## config.mk

```make
export PLATFORM = sky130hd
export DESIGN_NAME = frame_fifo
export DESIGN_NICKNAME = d
export VERILOG_FILES = /design/src/rtl/frame_fifo.sv
export SDC_FILE = /design/constraint.sdc
export NUM_CORES = 1
export LEC_CHECK = 0
export BUFFER_PORTS_ARGS = -buffer_cell sky130_fd_sc_hd__buf_4
export CORE_MARGIN = 4
export CORE_UTILIZATION = 59
export CTS_CLUSTER_DIAMETER = 40
export CTS_CLUSTER_SIZE = 12
export DETAILED_ROUTE_END_ITERATION = 8
export PLACE_DENSITY = 0.72
export SLEW_MARGIN = 20
export SYNTH_ARGS = -nofsm -noshare
export SYNTH_HDL_FRONTEND = slang
export SYNTH_SLANG_ARGS = --single-unit
```

## constraint.sdc

```tcl
create_clock -name sys_clk -period 4.3 [get_ports sys_clk]
set_input_delay 0.86 -clock sys_clk [delete_from_list [all_inputs] [get_ports sys_clk]]
set_output_delay 0.86 -clock sys_clk [all_outputs]
set_load 0.005 [all_outputs]
```

## src/rtl/frame_fifo.sv

```systemverilog
// frame_fifo: circular frame buffer between serial_handler and n64_controller.
// Define FRAME_FIFO_REPEAT_ON_UNDERFLOW_EN to repeat the last frame on underflow.
module frame_fifo #(
  parameter int DEPTH     = 16,
  parameter int LOW_WATER = 4
) (
  input  logic                   sys_clk,
  input  logic                   reset,
  input  logic                   flush,
  input  logic                   wr_en,
  input  logic [31:0]            wr_data,
  input  logic                   frame_pop,
  output logic [31:0]            frame_data,
  output logic                   frame_valid,
  output logic                   request_frame,
  output logic [$clog2(DEPTH):0] level,
  output logic                   overflow,
  output logic                   underflow
);

  localparam int AW = $clog2(DEPTH);
  localparam int LW = AW + 1;
  localparam logic [LW-1:0] FULL = LW'(DEPTH);
  localparam logic [LW-1:0] LOW  = LW'(LOW_WATER);

  logic [31:0]   mem [DEPTH];
  logic [AW-1:0] wr_ptr;
  logic [AW-1:0] rd_ptr;

  logic empty;
  logic full;
  logic do_pop;
  logic do_wr;
  logic under;
  logic drop;

  // A pop on a full FIFO frees the slot the same-cycle write lands in;
  // a pop on an empty FIFO never sees the same-cycle write.
  always_comb begin
    empty  = (level == '0);
    full   = (level == FULL);
    do_pop = frame_pop & ~empty & ~flush;
    under  = frame_pop &  empty & ~flush;
    do_wr  = wr_en & ~flush & (~full | do_pop);
    drop   = wr_en & ~flush & full & ~frame_pop;
  end

  // Frame storage; contents are never cleared, only the pointers are.
  always_ff @(posedge sys_clk) begin
    if (!reset && do_wr)
      mem[wr_ptr] <= wr_data;
  end

  // Pointers and occupancy; flush clears them like reset does.
  always_ff @(posedge sys_clk) begin
    if (reset || flush) begin
      wr_ptr <= '0;
      rd_ptr <= '0;
      level  <= '0;
    end else begin
      if (do_wr)
        wr_ptr <= wr_ptr + 1'b1;
      if (do_pop)
        rd_ptr <= rd_ptr + 1'b1;
      unique case (1'b1)
        (do_wr & ~do_pop): level <= level + LW'(1);
        (do_pop & ~do_wr): level <= level - LW'(1);
        default:           level <= level;
      endcase
    end
  end

  // Presented frame: head entry one cycle after a pop.
  always_ff @(posedge sys_clk) begin
    if (reset) begin
      frame_data  <= '0;
      frame_valid <= 1'b0;
    end else if (do_pop) begin
      frame_data  <= mem[rd_ptr];
      frame_valid <= 1'b1;
    end else if (under) begin
`ifdef FRAME_FIFO_REPEAT_ON_UNDERFLOW_EN
      frame_data  <= frame_data;
`else
      frame_data  <= '0;
`endif
    end
  end

  // Sticky error flags; flush leaves them alone.
  always_ff @(posedge sys_clk) begin
    if (reset) begin
      overflow  <= 1'b0;
      underflow <= 1'b0;
    end else begin
      if (drop)
        overflow <= 1'b1;
      if (under)
        underflow <= 1'b1;
    end
  end

  // Refill request trails the occupancy by one cycle.
  always_ff @(posedge sys_clk) begin
    if (reset)
      request_frame <= 1'b1;
    else
      request_frame <= (level < LOW);
  end

endmodule
```

==> results of run 1 <==
-- metrics by stage --
stage	hold WS [ns]	cells	area (sq um)	utilization [%]
floorplan	0.435	1017	21500	-
global placement	0.426	1536	22800	63.7
detailed placement	0.432	1537	22800	63.8
CTS	0.440	1658	24900	69.8
global route	0.460	1659	25000	69.8
finish	0.436	1659	25000	69.8
-- kinds of logic (layout without fill, tap and decap cells) --
family / Yosys count / in the layout
AO/OA/AOI/OAI: 55 / 55
multiplexers: 195 / 195
adder cells (fa/ha/maj): 6 / 6
AND/OR/NAND/NOR: 136 / 136
buffers and inverters: 53 / 234
XOR/XNOR: 7 / 7
flip-flops: 565 / 565
-- routing by layer --
metal	GRT usage, %	routed length (microns)	vias to the layer above
li1	-	-	4440
met1	31.9	18000	5442
met4	7.24	1110	0
met3	3.90	2320	74
met5	0	0	-
met2	39.7	23300	348
-- worst register-to-register path, stage by stage, from the launching register on --
cell	delay, ns
dfxtp_1	0.49
or4_1	0.34
o21a_1	0.30
nand2_1	0.28
nor2_4	0.68
buf_4	0.34
-- final cells by class --
cell class / count / area (sq um) / share of cell area [%]
clock buffer: 93 / 1800 / 7.23
clock inverter: 28 / 344 / 1.38
inverter: 5 / 18.8 / 0.0752
multi-input combinational: 399 / 4900 / 19.6
sequential: 565 / 16400 / 65.9
tap: 461 / 577 / 2.31
timing repair buffer: 108 / 876 / 3.51
-- state kept, by name (all words and copies together), names as in the netlist, named ones only --
register / cells
frame_data: 32
frame_valid: 1
level: 5
mem: 512
overflow: 1
rd_ptr: 4
request_frame: 1
underflow: 1
wr_ptr: 4
-- final timing paths --
path | start | to | slack [ns]
min | frame_data[0] | frame_data[0] | 0.44
max reg2reg | level[1] | mem[0][19] | 1.57
max | level[1] | mem[0][19] | 1.57
min reg2reg | frame_data[0] | frame_data[0] | 0.44
-- cells in the final DEF, fill, tap and decap left out, drive strengths merged, types with 6 or more instances in the layout --
cell,instances
edfxtp,512
mux4,128
buf,108
clkbuf,93
nand2,71
mux2,62
dfxtp,53
nor2,33
a22oi,32
inv,12
clkinv,12
nand3,7
or3,6
ha,6
bufinv,6
-- power by group through the flow --
stage	Combinational, mW	Clock [mW]	Sequential, mW
after detailed placement	0.190	0	6.12
after floorplan	0.0528	0	6.12
after global routing	0.204	5.82	6.00
after global placement	0.179	0	6.12
final	0.188	5.48	6.00
after CTS	0.190	5.57	6.00
==> impl_metrics.json, run 1 <==
{
  "status": "completed",
  "postCtsSetupBuffers": 0,
  "setup.worst_path.start_class": "flop",
  "synthSimpleGateAreaFrac_pct": 2.73,
  "wl_microns": 44700,
  "power.net_switching_mw": 2.30,
  "synth_cells": 1017,
  "finalCritPeriodShare_pct": 63.4,
  "critPathRequiredTime_ns": 4.57,
  "synth.distinct_cells": 46,
  "area_growth_pct": 16.2,
  "core_sq_um": 35700,
  "cp_slowest_stage_delay_ns": 0.68,
  "synth_top_family_by_area": "multiplexers",
  "fp.dieH_microns": 199,
  "synth.most_common_cell": "edfxtp_1",
  "postCtsHoldBufs": 0,
  "ant_nets": 0,
  "drv_cap": 0,
  "synth_area_leaders": "edfxtp_1 (72%), mux4_2 (13%), dfxtp_1 (4.9%)",
  "layout-drive-gt1-share_pct": 34.7,
  "fillers": 2168,
  "p_per_area_nw_per_um2": 468,
  "synthXorXnorAreaFrac_pct": 0.285,
  "num_vias": 10300,
  "holdPathStages": 2,
  "viasPerCell": 6.21,
  "grt_antenna_before_repair": 0,
  "syn_area_per_cell_sq_um": 21.1,
  "insertion_delay_ns": 0.58,
  "path_buf_inv": 1,
  "dieArea_sq_um": 39500,
  "dp_hpwl_microns": 25400,
  "path_clk_slew_ns": 0.05,
  "gp_congestion": 0.773,
  "ioPinCount": 78,
  "fp.dieW_microns": 199,
  "fin_tns_setup_ns": 0,
  "worstSetupPathType": "reg2reg",
  "cts_resized": 0,
  "timing.fmax_ghz": 0.367,
  "power_mw": 11.7,
  "ys_seq_area_share_pct": 76.5,
  "dominantRegCellSynth": "edfxtp_1",
  "switching_share_pct": 19.7,
  "hp-class": "reg2reg",
  "finalHoldViolations": 0,
  "period_needed_ns": 2.73,
  "crit_family": "simple AND/OR/NAND/NOR gates",
  "arrival_ns": 2.99,
  "async_flop_share_pct": 0,
  "pre_cts_slack_ns": 1.10,
  "crit_fanout": 19,
  "fin_ws_ns": 1.57,
  "grt_first_pass_wirelength_microns": 68100,
  "synthTopCellsByCount": "edfxtp_1 (512), mux4_2 (128), nand2_1 (71)",
  "finalSetupViolCount": 0,
  "critPathCaptureType": "flop",
  "intPower_mw": 9.38,
  "grt_pass1_vias": 10900,
  "clock_sinks": 565,
  "slowest_stage": "nor2_4",
  "grt_overflow_total": 0,
  "leakage_nw": 8.02,
  "crit_cells": 5,
  "drt_first_iter_violations": 935,
  "seq_power_share_pct": 51.4,
  "drc": 0,
  "groute.usage.overall_pct": 23.4,
  "synthMuxAreaShare_pct": 16.9,
  "max_slew_margin_pct": 32.0,
  "clock_path_buffers": 3,
  "first_pass_iters": 5,
  "rsz0062_at_grt": "false",
  "netlist_area_sq_um": 21500,
  "diodes": 0,
  "worst_r2r_path_depth": 5,
  "cts_root_buf": "clkbuf_16",
  "synth-compound-area-share_pct": 1.91,
  "synth_fa_ha_area_share_pct": 0.350,
  "placement.io_buffers": 77,
  "ir_drop_uv": 361,
  "post_drt_wl_per_cell_microns": 26.9,
  "numCtsBuffers": 66,
  "nets": 1188,
  "final.setup_skew_ns": 0.0348,
  "yosysTopAreaCellShare_pct": 71.6,
  "grt_start_max_net_pins": 54,
  "tightestPinTransition_ns": 1.02,
  "cp_cell_sequence": "or4_1 > o21a_1 > nand2_1 > nor2_4 > buf_4",
  "yosysWarnings": 0,
  "synth_top_area_cell": "edfxtp_1",
  "synth_seq_cells": 565,
  "p_clk_share_pct": 46.9,
  "p_comb_share_pct": 1.6,
  "cts_tree": "built",
  "maxSlewViolCount": 0,
  "syn_nets": 1060,
  "htreeDepth": 3,
  "fp-row-count": 69,
  "synth-edff-count": 512,
  "start_util_pct": 60.1
}
Power figures use the tool's default switching activity.
==> inputs of run 2 (changes only) <==
==> constraint.sdc (replaced) <==
create_clock -name sys_clk -period 2.6 [get_ports sys_clk]
set_input_delay 0.52 -clock sys_clk [delete_from_list [all_inputs] [get_ports sys_clk]]
set_output_delay 0.52 -clock sys_clk [all_outputs]
set_load 0.005 [all_outputs]
==> run 2 against run 1 <==
Against the previous run: global-route usage decreased by 0.080 points; sequential power rose by 65%; hold slack worse by 0.19 ns; die area stayed put; flip-flop and latch count unchanged; clock power rose by 68%; total power rose by 67%; final cell count increased by 1.4%; register-to-register slack worse by 1.4 ns; via count is 0.32% higher; first-iteration DRC count is 12% lower; sequential share of layout area is 1.3 points lower; critical endpoint is now mem[4][28]; largest cell class unchanged.
==> impl_metrics.json, run 2 (synthesized netlist as in run 1, its figures left out) <==
{
  "seq_power_share_pct": 51.0,
  "top_regs": "mem x512, frame_data x32, level x5",
  "drt_first_iter_violations": 822,
  "drc": 0,
  "dp.cells": 1564,
  "multiInputGateArea_sq_um": 4900,
  "numCtsBuffers": 66,
  "rrSetupSlack_ns": 0.14,
  "nets": 1216,
  "maxSlewViolCount": 0,
  "grt_first_pass_wirelength_microns": 68000,
  "area_growth_pct": 18.5,
  "p_comb_share_pct": 1.7,
  "worstSetupPathType": "reg2reg",
  "clock_sinks": 565,
  "largest_reg_flops": 512,
  "placement.io_buffers": 77,
  "critPathRequiredTime_ns": 2.78,
  "ant_nets": 0,
  "dp_hpwl_microns": 24900,
  "cp_cell_sequence": "or4_1 > o21a_1 > nand2_1 > buf_4 > nor2_4",
  "power.net_switching_mw": 3.70,
  "clock_path_buffers": 3,
  "postCtsHoldBufs": 0,
  "viasPerCell": 6.14,
  "arrival_ns": 2.64,
  "first_pass_iters": 5,
  "status": "completed",
  "stdcell_area_sq_um": 25500,
  "post_drt_wl_per_cell_microns": 26.6,
  "power_mw": 19.5,
  "top_usage_layer": "met2",
  "start_util_pct": 60.1,
  "final.setup_skew_ns": 0.0164,
  "htreeDepth": 3,
  "cts_resized": 0,
  "grtUsageMet2_pct": 38.8,
  "grt_overflow_total": 0,
  "tightestPinTransition_ns": 1.12,
  "path_buf_inv": 1,
  "insertion_delay_ns": 0.57,
  "critPathCaptureType": "flop",
  "grt_use_met1_pct": 32.0,
  "intPower_mw": 15.8,
  "fillers": 2124,
  "worst_r2r_path_depth": 5,
  "largest-register": "mem",
  "fin_util_pct": 71.2,
  "hp-class": "in2reg",
  "diodes": 0,
  "gp_congestion": 0.811,
  "grtUsageMet3_pct": 4.67,
  "grt_antenna_before_repair": 0,
  "path_clk_slew_ns": 0.06,
  "ioPinCount": 78,
  "grt_start_max_net_pins": 70,
  "timing.fmax_ghz": 0.406,
  "cp-startpoint": "level[0]",
  "leakage_nw": 8.25,
  "cts_tree": "built",
  "groute.usage.overall_pct": 23.3,
  "crit_cells": 5,
  "cts_root_buf": "clkbuf_16",
  "setup.worst_path.start_class": "flop",
  "crit_fanout": 32,
  "dieArea_sq_um": 39500,
  "max_slew_margin_pct": 25.3,
  "finalHoldViolations": 0,
  "fp.dieH_microns": 199,
  "slowest_stage": "nor2_4",
  "fp-row-count": 69,
  "crit_family": "simple AND/OR/NAND/NOR gates",
  "core_sq_um": 35700,
  "r2r-end": "mem[4][28]",
  "grt_pass1_vias": 11000,
  "ir_drop_uv": 882,
  "rsz0062_at_grt": "false",
  "postCtsSetupBuffers": 0,
  "most-common-layout-cells": "edfxtp_1 (512), mux4_2 (128), buf_4 (115)",
  "layout_commonest_cell": "edfxtp_1",
  "num_vias": 10300,
  "drv_cap": 0,
  "p_per_area_nw_per_um2": 764,
  "endpoint": "mem[4][28]",
  "finalSetupViolCount": 0,
  "r2r-start": "level[0]",
  "fp.dieW_microns": 199,
  "seqCellArea_sq_um": 16400,
  "period_needed_ns": 2.46,
  "switching_share_pct": 19.0,
  "final_cells": 1683,
  "wl_microns": 44800,
  "layout-drive-gt1-share_pct": 36.6,
  "cp_slowest_stage_delay_ns": 0.84,
  "finalCritPeriodShare_pct": 94.8,
  "p_clk_share_pct": 47.3,
  "placed_area_sq_um": 23200
}
run 2: changes by cell type in the layout (fill, tap and decap cells not counted), sizes merged:
cell / previous run / this run
buf: 108 / 136
inv: 12 / 9
clkbuf: 93 / 91
clkinv: 12 / 14
clkinvlp: 3 / 1
bufinv: 6 / 7
run 2: through the flow:
| step | setup TNS, ns | hold slack (ns) | setup slack (ns) |
|---|---|---|---|
| final | 0 | 0.248 | 0.136 |
| after global routing | 0 | 0.238 | 0.00668 |
| after CTS | 0 | 0.213 | 0.102 |
| after detailed placement | -6.49 | 0.430 | -0.106 |
| after global placement | -5.66 | 0.425 | -0.0633 |
| after floorplan | -129.08 | 0.435 | -0.317 |
run 2: routing by layer:
| layer | part of all wire [%] | wire length, microns |
|---|---|---|
| met5 | 0 | 0 |
| met4 | 2.8 | 1250 |
| met3 | 5.5 | 2460 |
| met2 | 51 | 22900 |
| met1 | 41 | 18200 |
run 2: final cells by class:
class / count / area share [%]
inverter: 5 / 0.0737
multi-input combinational: 399 / 19.2
tap: 461 / 2.27
sequential: 565 / 64.6
clock inverter: 26 / 1.28
clock buffer: 91 / 7.34
timing repair buffer: 136 / 5.19
run 2: worst min-delay path by stage:
stage / from / slack, ns / end / cells after the start
3_3_place_gp: frame_data[27] / 0.43 / frame_data[27] / 2
4_1_cts: wr_data[17] / 0.21 / mem[7][17] / 1
5_1_grt: wr_data[14] / 0.24 / mem[10][14] / 1
6_report: wr_data[17] / 0.25 / mem[9][17] / 1
2_1_floorplan: frame_data[0] / 0.43 / frame_data[0] / 2
3_5_place_dp: frame_data[5] / 0.43 / frame_data[5] / 2
run 2: power groups by stage:
stage	combinational, mW	sequential [mW]	clock, mW
6_report	0.324	9.93	9.21
5_1_grt	0.352	9.92	9.78
4_1_cts	0.320	9.93	9.37
3_5_place_dp	0.318	10.1	0
3_3_place_gp	0.306	10.1	0
2_1_floorplan	0.0876	10.1	0
==> inputs of run 3 (changes only) <==
--- a/config.mk
+++ b/config.mk
@@ -5,6 +5,7 @@
 export SDC_FILE = /design/constraint.sdc
 export NUM_CORES = 1
 export LEC_CHECK = 0
+export ABC_AREA = 1
 export BUFFER_PORTS_ARGS = -buffer_cell sky130_fd_sc_hd__buf_4
 export CORE_MARGIN = 4
 export CORE_UTILIZATION = 59
==> run 3 against run 2 <==
Against the previous run: final cell count is 45% higher; cell area is 1.7% higher; hold slack got worse by 0.0049 ns; setup slack better by 0.27 ns; flip-flop and latch count unchanged; wire length up 21%; first-iteration DRC count rose by 81%; clock-buffer cell count is 2 higher; sequential share of layout area is 1.1 points lower; sequential power is essentially flat.
==> impl_metrics.json, run 3 <==
{
  "groute.usage.overall_pct": 26.4,
  "area_growth_pct": 16.1,
  "status": "completed",
  "synth.most_common_cell": "edfxtp_1",
  "num_vias": 14700,
  "max_slew_margin_pct": 51.4,
  "drt_first_iter_violations": 1489,
  "core_sq_um": 37000,
  "viasPerCell": 6.03,
  "yosysWarnings": 0,
  "synth.distinct_cells": 30,
  "grt_pass1_vias": 14400,
  "wl_microns": 54200,
  "htreeDepth": 3,
  "rsz0062_at_grt": "false",
  "most-common-layout-cells": "edfxtp_1 (512), nand2_1 (488), nand3_1 (244)",
  "synthTopCellsByCount": "edfxtp_1 (512), nand2_1 (488), nand3_1 (244)",
  "post_drt_wl_per_cell_microns": 22.3,
  "layout_commonest_cell": "edfxtp_1",
  "critPathRequiredTime_ns": 2.87,
  "postCtsHoldBufs": 0,
  "maxSlewViolCount": 0,
  "seq_power_share_pct": 50.2,
  "leakage_nw": 9.28,
  "grt_start_max_net_pins": 137,
  "finalSetupViolCount": 0,
  "power.net_switching_mw": 4.02,
  "first_pass_iters": 5,
  "postCtsSetupBuffers": 0,
  "clock_path_buffers": 3,
  "hp-class": "in2reg",
  "synth_area_leaders": "edfxtp_1 (69%), nand2_1 (8.2%), nand3_1 (5.5%)",
  "yosysTopAreaCellShare_pct": 68.9,
  "drc": 0,
  "arrival_ns": 2.46,
  "layout-drive-gt1-share_pct": 13.8,
  "p_comb_share_pct": 3.1,
  "critPathCaptureType": "flop",
  "cts_root_buf": "clkbuf_16",
  "p_clk_share_pct": 46.7,
  "tightestPinTransition_ns": 0.729,
  "timing.fmax_ghz": 0.456,
  "fin_ws_ns": 0.408,
  "worstSetupPathType": "reg2reg",
  "path_common_cell": "nand2_1",
  "pre_cts_slack_ns": 0.232,
  "dieArea_sq_um": 41000,
  "grt_antenna_before_repair": 0,
  "slowest_stage": "dfxtp_1",
  "placement.io_buffers": 77,
  "period_needed_ns": 2.19,
  "cp_slowest_stage_delay_ns": 0.43,
  "syn_area_per_cell_sq_um": 12.4,
  "path_buf_inv": 2,
  "cts_tree": "built",
  "switching_share_pct": 20.3,
  "insertion_delay_ns": 0.58,
  "fp.dieW_microns": 202,
  "placed_area_sq_um": 23700,
  "synth_top_area_cell": "edfxtp_1",
  "synth_seq_cells": 565,
  "crit_family": "simple AND/OR/NAND/NOR gates",
  "async_flop_share_pct": 0,
  "drv_cap": 0,
  "final.setup_skew_ns": 0.0191,
  "fp.dieH_microns": 202,
  "synth_cells": 1795,
  "grt_first_pass_wirelength_microns": 83900,
  "ys_seq_area_share_pct": 73.7,
  "clock_sinks": 565,
  "stdcell_area_sq_um": 25900,
  "cts_resized": 0,
  "grt_overflow_total": 0,
  "ir_drop_uv": 578,
  "path_clk_slew_ns": 0.05,
  "intPower_mw": 15.8,
  "ioPinCount": 78,
  "dp_hpwl_microns": 29500,
  "finalCritPeriodShare_pct": 84.3,
  "cp_cell_sequence": "nor2_2 > nand2_1 > nor2_1 > nand2_1 > nand2_2 > inv_1 > nand2_1 > nor2_4 > buf_12",
  "dominantRegCellSynth": "edfxtp_1",
  "gp_congestion": 0.843,
  "crit_fanout": 15,
  "netlist_area_sq_um": 22300,
  "finalHoldViolations": 0,
  "numCtsBuffers": 69,
  "syn_nets": 1838,
  "largest_reg_flops": 512,
  "p_per_area_nw_per_um2": 766,
  "rrSetupSlack_ns": 0.41,
  "synth-edff-count": 512,
  "nets": 1923,
  "largest-register": "mem",
  "fp-row-count": 70,
  "ant_nets": 0,
  "top_regs": "mem x512, frame_data x32, level x5",
  "setup.worst_path.start_class": "flop",
  "start_util_pct": 60.4
}
-- run 3: routing by layer --
layer	track usage, %	part of all wire [%]	up-vias
met5	0	0	-
met4	9.58	3.3	0
met3	4.52	6.8	108
met2	42.4	48	643
met1	37.1	41	7273
li1	-	-	6664
-- run 3: power groups by stage --
| stage | registers (mW) | logic (mW) | clock network, mW |
|---|---|---|---|
| finish | 9.96 | 0.614 | 9.25 |
| global route | 9.96 | 0.676 | 9.77 |
| CTS | 9.96 | 0.614 | 9.35 |
| detailed placement | 10.1 | 0.610 | 0 |
| global placement | 10.1 | 0.594 | 0 |
| floorplan | 10.1 | 0.299 | 0 |
-- run 3: final cells by class --
class	count	area [sq um]
repair buffers	131	1280
fillers	2582	11100
diodes	1	2.50
flip-flops and latches	565	16400
multi-input cells	1085	5190
inverters	28	113
clock buffers	93	1920
well taps	504	631
clock inverters	27	302
-- run 3: path summary, 6_finish.rpt --
| path | start | endpoint | cells after the start |
|---|---|---|---|
| worst min-delay path | wr_data[7] | mem[0][7] | 1 |
| worst max-delay path | level[2] | mem[9][14] | 9 |
| worst max register to register | level[2] | mem[9][14] | 9 |
| worst min register to register | frame_data[17] | frame_data[17] | 2 |
-- run 3: cells by family after synthesis --
kind of cell,after synthesis,synth area share [%]
fa+ha+maj,6,0.337
buf+inv,145,3.57
simple gates,776,14.6
flops,565,73.7
compound gates,301,7.70
xor+xnor,2,0.0785
-- run 3: metrics by stage --
stage          power, mW  hold WS [ns]  instances  util, %  setup TNS [ns]
5_1_grt             20.4         0.235       2433     70.0               0
2_1_floorplan       10.4         0.459       1795        -         -107.23
6_report            19.8         0.243       2434     70.1               0
3_5_place_dp        10.8         0.458       2313     64.0               0
4_1_cts             19.9         0.217       2433     70.0               0
3_3_place_gp        10.7         0.453       2313     64.0               0
